===== config.mk =====
export PLATFORM = sky130hd
export DESIGN_NAME = bagging_vote_accum
export DESIGN_NICKNAME = d
export VERILOG_FILES = /design/src/rtl/bagging_pkg.sv /design/src/rtl/bagging_mac.sv /design/src/rtl/bagging_vote_accum.sv
export SDC_FILE = /design/constraint.sdc
export NUM_CORES = 1
export LEC_CHECK = 0
export CORE_MARGIN = 2
export CORE_UTILIZATION = 50
export CTS_CLUSTER_DIAMETER = 200
export DETAILED_ROUTE_END_ITERATION = 7
export PLACE_DENSITY_LB_ADDON = 0.25
export SLEW_MARGIN = 20
export SYNTH_ARGS = -nofsm -noshare
export SYNTH_HDL_FRONTEND = slang
export SYNTH_HIERARCHICAL = 1
export SYNTH_SLANG_ARGS = --single-unit

===== constraint.sdc =====
create_clock -name clk -period 6.4 [get_ports clk]
set_input_delay 1.92 -clock clk [delete_from_list [all_inputs] [get_ports clk]]
set_output_delay 1.92 -clock clk [all_outputs]
set_load 0.01 [all_outputs]

===== src/rtl/bagging_pkg.sv =====
// Shared types and vote encodings for the bagging weighted-vote accumulator.
package bagging_pkg;

  typedef enum logic [1:0] {
    IDLE  = 2'd0,
    ACCUM = 2'd1,
    HOLD  = 2'd2
  } vote_state_e;

  localparam logic [1:0] VOTE_POS  = 2'b01;
  localparam logic [1:0] VOTE_ZERO = 2'b00;
  localparam logic [1:0] VOTE_NEG  = 2'b11;
  localparam logic [1:0] VOTE_NEG2 = 2'b10;

endpackage


===== src/rtl/bagging_mac.sv =====
// Combinational signed vote*weight multiply-add into the accumulator.
// BAGGING_VOTE_SAT_EN selects clamping on overflow; otherwise the sum wraps.
module bagging_mac #(
  parameter int W_W   = 9,
  parameter int ACC_W = 12
) (
  input  logic [ACC_W-1:0] acc,
  input  logic [1:0]       vote,
  input  logic [W_W-1:0]   weight,
  output logic [ACC_W-1:0] acc_nxt,
  output logic             sat
);

  logic signed [W_W+1:0] vote_x, weight_x, prod;

  always_comb begin
    vote_x   = {{W_W{vote[1]}}, vote};
    weight_x = {{2{weight[W_W-1]}}, weight};
    prod     = vote_x * weight_x;
  end

`ifdef BAGGING_VOTE_SAT_EN
  logic [ACC_W:0] sum;
  logic           ovf;

  always_comb begin
    sum = {acc[ACC_W-1], acc} + {{(ACC_W-W_W-1){prod[W_W+1]}}, prod};
    // one guard bit: overflow whenever it disagrees with the result sign
    ovf = sum[ACC_W] ^ sum[ACC_W-1];
    sat = ovf;
    if (!ovf)
      acc_nxt = sum[ACC_W-1:0];
    else if (sum[ACC_W])
      acc_nxt = {1'b1, {(ACC_W-1){1'b0}}};
    else
      acc_nxt = {1'b0, {(ACC_W-1){1'b1}}};
  end
`else
  always_comb begin
    sat     = 1'b0;
    acc_nxt = acc + {{(ACC_W-W_W-2){prod[W_W+1]}}, prod};
  end
`endif

endmodule


===== src/rtl/bagging_vote_accum.sv =====
// Weighted-vote accumulator: sums vote*weight per ensemble, emits total + class.
// Optional clamping via BAGGING_VOTE_SAT_EN (default build wraps).
module bagging_vote_accum
  import bagging_pkg::*;
#(
  parameter int                      W_W          = 9,
  parameter int                      ACC_W        = 12,
  parameter int                      MAX_LEARNERS = 8,
  parameter logic signed [ACC_W-1:0] THRESH       = '0
) (
  input  logic                                  clk,
  input  logic                                  rst_n,
  input  logic                                  in_valid,
  output logic                                  in_ready,
  input  logic [1:0]                            in_vote,
  input  logic [W_W-1:0]                        in_weight,
  input  logic                                  in_last,
  output logic                                  out_valid,
  input  logic                                  out_ready,
  output logic [ACC_W-1:0]                      out_sum,
  output logic                                  out_class,
  output logic [$clog2(MAX_LEARNERS+1)-1:0]     out_cnt,
  output logic                                  out_sat,
  output logic                                  out_err
);

  localparam int CNT_W = $clog2(MAX_LEARNERS+1);

  vote_state_e      state_q, state_d;
  logic [ACC_W-1:0] acc_q, acc_base, mac_acc;
  logic [CNT_W-1:0] cnt_q, cnt_base, cnt_nxt;
  logic             sat_q, sat_base, mac_sat;
  logic             accept, pop, guard, fin;

  assign out_valid = (state_q == HOLD);
  assign in_ready  = !out_valid || out_ready;
  assign accept    = in_valid && in_ready;
  assign pop       = out_valid && out_ready;

  // Only ACCUM carries a running total; IDLE and a draining HOLD start from zero.
  assign acc_base = (state_q == ACCUM) ? acc_q : '0;
  assign cnt_base = (state_q == ACCUM) ? cnt_q : '0;
  assign sat_base = (state_q == ACCUM) ? sat_q : 1'b0;
  assign cnt_nxt  = cnt_base + CNT_W'(1);
  assign guard    = (cnt_nxt == CNT_W'(MAX_LEARNERS));
  assign fin      = accept && (in_last || guard);

  bagging_mac #(.W_W(W_W), .ACC_W(ACC_W)) u_mac (
    .acc     (acc_base),
    .vote    (in_vote),
    .weight  (in_weight),
    .acc_nxt (mac_acc),
    .sat     (mac_sat)
  );

  always_comb begin
    state_d = state_q;
    case (state_q)
      IDLE, ACCUM: if (accept) state_d = fin ? HOLD : ACCUM;
      HOLD: begin
        if (accept)         state_d = fin ? HOLD : ACCUM;
        else if (out_ready) state_d = IDLE;
      end
      default: state_d = IDLE;
    endcase
  end

  always_ff @(posedge clk) begin
    if (!rst_n) begin
      state_q   <= IDLE;
      acc_q     <= '0;
      cnt_q     <= '0;
      sat_q     <= 1'b0;
      out_sum   <= '0;
      out_class <= 1'b0;
      out_cnt   <= '0;
      out_sat   <= 1'b0;
      out_err   <= 1'b0;
    end else begin
      state_q <= state_d;
      if (accept) begin
        acc_q <= mac_acc;
        cnt_q <= cnt_nxt;
        sat_q <= sat_base | mac_sat;
      end else if (pop) begin
        acc_q <= '0;
        cnt_q <= '0;
        sat_q <= 1'b0;
      end
      if (fin) begin
        out_sum   <= mac_acc;
        out_class <= !($signed(mac_acc) < THRESH);
        out_cnt   <= cnt_nxt;
        out_sat   <= sat_base | mac_sat;
        // a beat that is both last and the length limit is a normal finish
        out_err   <= guard && !in_last;
      end else if (pop) begin
        out_sum   <= '0;
        out_class <= 1'b0;
        out_cnt   <= '0;
        out_sat   <= 1'b0;
        out_err   <= 1'b0;
      end
    end
  end

endmodule


==> results.py, run 1 <==
metrics = {
    "status": {
        "outcome": "finished clean",
    },
    "routing": {
        "wl_per_cell_um": 14.0,
        "wl_met3_um": 193,
        "ant_nets": 0,
        "avgViaCountPerCell": 5.50,
        "dr.pass1.iters": 4,
        "dr_wl_met2_um": 2580,
        "via_count": 2199,
        "wirelength_um": 5590,
        "drt-met1-wl_um": 2760,
        "drtIter0Drc": 121,
        "highest_layer": "met4",
        "drc_errors": 0,
    },
    "cts": {
        "cts_hold_buf": 0,
        "clk_pin_slew_ns": 0.07,
        "post_cts_resized": 0,
        "post-cts-setup-buffers": 0,
        "cts-root-buf": "clkbuf_8",
        "numCtsBuffers": 5,
        "clkLatencyLatePin_ns": 0.29,
        "cts_tree": "yes",
        "cts_max_level": 2,
        "cts_buffer_depth": 2,
        "cts_sinks": 38,
    },
    "logic_synthesis": {
        "yosysSeqAreaShare_pct": 28.5,
        "ys_seq_elements": 38,
        "yosysUniqueCellTypes": 55,
        "async_flop_share_pct": 0,
        "synthesis.area_sq_um": 2670,
        "synth_area_per_cell_sq_um": 8.95,
        "synth_flop_cell": "dfxtp_1",
        "synth_edf_count": 0,
        "ys_warn_count": 6,
        "synth_nets": 343,
        "syn_inst": 298,
    },
    "layout": {
        "utilization_pct": 61.0,
        "drive_gt1_share_pct": 7.27,
        "fillers": 476,
        "postLayoutCellArea_sq_um": 3130,
        "stdcell_count": 400,
        "antennaDiodeCount": 0,
        "area_growth_syn_to_layout_pct": 17.4,
        "layout.nets": 374,
    },
    "critical_path": {
        "critical_path_arrival_ns": 5.92,
        "path_class": "in2reg",
        "r2r-end": "acc_q[10]",
        "crit_path_end_kind": "register",
        "cp_max_fo": 9,
        "crit_path_start_kind": "input pin",
        "cpMaxStageDelayCell": "clkdlybuf4s50_1",
        "max_stage_delay_ns": 0.61,
        "r2r_start": "state_q[1]",
        "crit_chain": "clkdlybuf4s50_1 > nand2_1 > fa_1 > inv_1 > ha_1 > inv_1 > fa_1 > nor2b_1 > o21ai_0 > a21oi_1 > nor2_1 > xnor2_1 > ha_1 > a21oi_1 > o21ai_0 > a31oi_4 > xor2_2 > xnor2_1 > a22oi_1 > nor2b_1",
        "reg2regPathDepth": 12,
        "worstPathRequired_ns": 6.63,
        "endpoint": "acc_q[11]",
        "regToRegSetupSlack_ns": 3.29,
        "setup.worst_path.start": "in_vote[0]",
    },
    "timing": {
        "min_period_ns": 5.69,
        "setup_slack_ns": 0.709,
        "hold_viol_final": 0,
        "period_share_pct": 88.9,
        "fmax_mhz": 176,
        "worst_pin_slew_ns": 0.959,
        "rsz0062_at_grt": "false",
        "slew_headroom_pct": 36.1,
        "tns_ns": 0,
        "setup_viol": 0,
        "maxSlewViolCount": 0,
        "hold_slack_ns": 0.466,
        "fin_skew_ns": 0.00282,
    },
    "power": {
        "cellInternalPower_mw": 0.412,
        "p_comb_share_pct": 26.8,
        "power_frac_clock_pct": 29.1,
        "netSwitchingFraction_pct": 30.2,
        "powerDensity_nw_per_um2": 188,
        "power.switching_mw": 0.178,
        "power_leakage_nw": 1.37,
        "power_frac_seq_pct": 44.1,
        "ir_drop_mv": 0.176,
        "p_total_mw": 0.590,
    },
    "global_route": {
        "grt_pass1_wl_um": 9320,
        "grt_overflow_total": 0,
        "grt_pass1_vias": 2064,
        "antenna_found_initial": 0,
        "grt_max_degree": 27,
        "grt_use_total_pct": 19.2,
    },
    "die": {
        "ios": 37,
        "dieArea_sq_um": 5940,
        "die_h_um": 77.0,
        "num_rows": 26,
        "core_sq_um": 5140,
        "die-width_um": 77.0,
        "start_util_pct": 51.9,
    },
    "place": {
        "numPortBuffers": 36,
        "placed_area_sq_um": 3040,
        "gp_congestion": 0.804,
        "dpl.hpwl_um": 4080,
        "place_ws_ns": 0.436,
        "numPlacedInstances": 392,
    },
    "min_path": {
        "hp-class": "reg2reg",
    },
    "job": {
        "drv_cap": 0,
    },
}
==> synth_stat cells (3+ instances only) <==
cell	count	area (sq um)
dfxtp_1	38	761
ha_1	26	325
nand2_1	25	93.8
and2_1	21	131
nor2_1	19	71.3
a21oi_1	12	60.1
xnor2_1	12	105
nand3_1	11	55.1
inv_1	10	37.5
nor2b_1	10	62.6
a22o_1	9	78.8
a21boi_0	8	60.1
a32o_1	8	80.1
a22oi_1	7	52.6
o21ai_0	7	35.0
a21o_1	6	45.0
clkbuf_1	6	22.5
xor2_1	5	43.8
and3_1	4	25.0
o21a_1	4	30.0
buf_6	3	33.8
fa_1	3	60.1
nand2b_1	3	18.8
==> routing by layer <==
| metal | up-vias | track usage (%) |
|---|---|---|
| met5 | - | 0 |
| met4 | 0 | 4.82 |
| met3 | 6 | 4.35 |
| met2 | 33 | 31.4 |
| met1 | 1039 | 25.5 |
| li1 | 1121 | - |
==> final cells by class <==
type | instances | area, sq um | area share [%]
repair buffers | 37 | 368 | 11.7
well taps | 70 | 87.6 | 2.80
clock buffers | 7 | 86.3 | 2.76
inverters | 11 | 41.3 | 1.32
multi-input cells | 236 | 1780 | 56.9
flip-flops and latches | 38 | 761 | 24.3
clock inverters | 1 | 5.00 | 0.160
==> worst max-delay path: cells and delay by family <==
family	cells	cell delay, ns
adder cells (fa/ha/maj)	4	1.30
AO/OA/AOI/OAI	6	0.95
buffers and inverters	3	0.73
XOR/XNOR	3	0.54
AND/OR/NAND/NOR	4	0.48
==> layout by cell type, fill, tap and decap left out, types with 2 or more instances in the layout <==
cell type,n
dfxtp_1,38
clkdlybuf4s50_1,36
ha_1,26
nand2_1,25
and2_1,21
nor2_1,19
a21oi_1,12
xnor2_1,12
nand3_1,11
inv_1,10
nor2b_1,10
a22o_1,9
a32o_1,8
a21boi_0,8
o21ai_0,7
a22oi_1,7
a21o_1,6
clkbuf_8,6
xor2_1,5
o21a_1,4
and3_1,4
nand2b_1,3
fa_1,3
o21bai_4,2
nand3b_1,2
a21oi_4,2
o21ai_2,2
nor3_1,2
a21oi_2,2
o21bai_1,2
==> logic make-up (layout without fill, tap and decap cells) <==
group / Yosys count / in the layout / share of synthesized area [%]
simple gates: 105 / 105 / 20.8
mux: 1 / 1 / 0.375
compound gates: 82 / 82 / 24.9
flops: 38 / 38 / 28.5
xor+xnor: 18 / 18 / 6.19
buf+inv: 24 / 56 / 4.60
other cells: 1 / 1 / 0.141
fa+ha+maj: 29 / 29 / 14.4
==> flip-flops by register name, summed over array words and instances, names as in the netlist <==
register	cells
cnt_q	4
sat_q	1
out_sum	12
out_err	1
out_cnt	4
out_sat	1
acc_q	12
out_class	1
state_q	2
==> power groups by stage <==
stage	sequential (mW)	combinational, mW	clock, mW
CTS	0.260	0.159	0.174
floorplan	0.266	0.111	0
global placement	0.265	0.155	0
finish	0.260	0.158	0.172
global route	0.262	0.175	0.186
detailed placement	0.266	0.158	0
==> how the worst min path moves through the flow <==
stage / cells after the start / slack (ns) / start / endpoint
floorplan: 1 / 0.44 / cnt_q[3] / cnt_q[3]
finish: 1 / 0.47 / out_cnt[3] / out_cnt[3]
detailed placement: 1 / 0.45 / out_cnt[3] / out_cnt[3]
global placement: 1 / 0.45 / out_cnt[3] / out_cnt[3]
global route: 1 / 0.50 / out_sum[11] / out_sum[11]
CTS: 1 / 0.47 / out_cnt[3] / out_cnt[3]
(Power assumes the default switching activity.)
==> run 2: changes to the inputs <==
--- a/config.mk
+++ b/config.mk
@@ -6,9 +6,10 @@
 export NUM_CORES = 1
 export LEC_CHECK = 0
 export CORE_MARGIN = 2
-export CORE_UTILIZATION = 50
+export CORE_UTILIZATION = 40
 export CTS_CLUSTER_DIAMETER = 200
 export DETAILED_ROUTE_END_ITERATION = 7
+export GPL_ROUTABILITY_DRIVEN = 0
 export PLACE_DENSITY_LB_ADDON = 0.25
 export SLEW_MARGIN = 20
 export SYNTH_ARGS = -nofsm -noshare
==> results.py, run 2 (synthesized netlist as in run 1, its figures left out) <==
metrics = {
    "status": {
        "outcome": "finished clean",
    },
    "layout": {
        "final_cell_mix": "38 x dfxtp_1, 36 x clkdlybuf4s50_1, 26 x ha_1",
        "drive_gt1_share_pct": 7.27,
        "fillers": 626,
        "utilization_pct": 49.2,
        "antennaDiodeCount": 0,
        "multi_input_comb_area_sq_um": 1780,
        "regArea_sq_um": 761,
        "layout.nets": 374,
        "stdcell_count": 407,
        "final_common_cell": "dfxtp_1",
        "area_growth_syn_to_layout_pct": 17.8,
        "reg.largest.list": "acc_q x12, out_sum x12",
    },
    "power": {
        "powerDensity_nw_per_um2": 186,
        "power_leakage_nw": 1.37,
        "cellInternalPower_mw": 0.412,
        "p_total_mw": 0.585,
        "power.switching_mw": 0.173,
        "p_comb_share_pct": 26.9,
        "power_frac_clock_pct": 28.6,
        "ir_drop_mv": 0.122,
        "netSwitchingFraction_pct": 29.6,
        "power_frac_seq_pct": 44.5,
    },
    "cts": {
        "cts-root-buf": "clkbuf_8",
        "numCtsBuffers": 5,
        "cts_hold_buf": 0,
        "cts_buffer_depth": 2,
        "cts_max_level": 2,
        "cts_tree": "yes",
        "clkLatencyLatePin_ns": 0.28,
        "cts_sinks": 38,
        "post_cts_resized": 0,
        "clk_pin_slew_ns": 0.07,
        "post-cts-setup-buffers": 0,
    },
    "routing": {
        "avgViaCountPerCell": 5.27,
        "drtIter0Drc": 94,
        "wl_per_cell_um": 13.6,
        "drc_errors": 0,
        "ant_nets": 0,
        "wirelength_um": 5520,
        "via_count": 2145,
        "dr.pass1.iters": 4,
    },
    "place": {
        "place_ws_ns": 0.443,
        "dpl.hpwl_um": 4050,
        "numPortBuffers": 36,
        "numPlacedInstances": 399,
    },
    "die": {
        "num_rows": 29,
        "ios": 37,
        "die-width_um": 85.7,
        "start_util_pct": 41.8,
        "core_sq_um": 6390,
        "die_h_um": 85.7,
        "dieArea_sq_um": 7340,
    },
    "critical_path": {
        "cp_max_fo": 9,
        "cpMaxStageDelayCell": "clkdlybuf4s50_1",
        "regToRegSetupSlack_ns": 3.22,
        "setup.worst_path.start": "in_vote[0]",
        "worst-path-buf-inv": 3,
        "r2r_start": "state_q[0]",
        "critical_path_arrival_ns": 5.92,
        "worstPathRequired_ns": 6.62,
        "crit_chain": "clkdlybuf4s50_1 > nand2_1 > fa_1 > inv_1 > ha_1 > inv_1 > fa_1 > nor2b_1 > o21ai_0 > a21oi_1 > nand4_1 > o311a_1 > ha_1 > a21oi_1 > o21ai_0 > a31oi_4 > xor2_2 > xnor2_1 > a22oi_1 > nor2b_1",
        "cp_top_family": "adder cells",
        "crit_path_start_kind": "input pin",
        "path_class": "in2reg",
        "crit_path_end_kind": "register",
        "max_stage_delay_ns": 0.59,
    },
    "timing": {
        "hold_viol_final": 0,
        "fmax_mhz": 176,
        "tns_ns": 0,
        "slew_headroom_pct": 38.6,
        "maxSlewViolCount": 0,
        "worst_pin_slew_ns": 0.921,
        "fin_skew_ns": 0.00550,
        "rsz0062_at_grt": "false",
        "period_share_pct": 89.0,
        "min_period_ns": 5.70,
        "setup_viol": 0,
        "setup_slack_ns": 0.704,
    },
    "global_route": {
        "grt_use_total_pct": 15.6,
        "grt_pass1_wl_um": 9540,
        "grt_max_degree": 27,
        "grt_pass1_vias": 2102,
        "grt_overflow_total": 0,
        "antenna_found_initial": 0,
    },
    "job": {
        "drv_cap": 0,
    },
    "min_path": {
        "hp-start": "out_cnt[1]",
        "hp-class": "reg2reg",
    },
}
-- run 2: final timing paths --
check | to | cells after the start
setup reg to reg | acc_q[11] | 12
setup / recovery | acc_q[11] | 20
hold / removal | out_cnt[1] | 1
hold reg to reg | out_cnt[1] | 1
-- run 2: per-stage QoR --
stage	area, sq um	hold slack [ns]
after global placement	3050	0.452
after floorplan	2670	0.445
after detailed placement	3050	0.458
after global routing	3140	0.499
after CTS	3140	0.476
final	3140	0.473
-- run 2: area by class of cell --
cell class	count	share of cell area (%)
Inverter	11	1.31
Tap cell	77	3.07
Sequential cell	38	24.2
Multi-Input combinational cell	236	56.8
Clock inverter	1	0.159
Clock buffer	7	2.75
Timing Repair Buffer	37	11.7
-- run 2: worst register-to-register path: stages, from the launching register on --
cell and delay, ns:
dfxtp_1 0.42, nor2b_1 0.48, buf_4 0.27, and2_1 0.21, ha_1 0.26, a211o_1 0.30, a21oi_2 0.19, o21ai_2 0.13
a31oi_4 0.21, xor2_2 0.16, xnor2_1 0.19, a22oi_1 0.14, nor2b_1 0.15
-- run 2: layer usage --
metal | track usage [%] | up-vias | share of wire (%) | routed length (um)
li1 | - | 1121 | - | -
met1 | 22.8 | 988 | 51 | 2840
met2 | 24.2 | 34 | 45 | 2460
met3 | 3.18 | 2 | 3.9 | 215
met4 | 2.45 | 0 | 0.14 | 8
met5 | 0 | - | 0 | 0
-- run 2: power groups by stage --
stage,Combinational [mW],Clock (mW),Sequential [mW]
finish,0.158,0.168,0.260
global route,0.176,0.182,0.262
CTS,0.159,0.172,0.260
detailed placement,0.158,0,0.266
global placement,0.156,0,0.266
floorplan,0.111,0,0.266
==> run 3: changes to the inputs <==
--- a/config.mk
+++ b/config.mk
@@ -9,7 +9,6 @@
 export CORE_UTILIZATION = 40
 export CTS_CLUSTER_DIAMETER = 200
 export DETAILED_ROUTE_END_ITERATION = 7
-export GPL_ROUTABILITY_DRIVEN = 0
 export PLACE_DENSITY_LB_ADDON = 0.25
 export SLEW_MARGIN = 20
 export SYNTH_ARGS = -nofsm -noshare
==> results of run 3 <==
Final layout, timing and power as in run 2 (identical DEF).
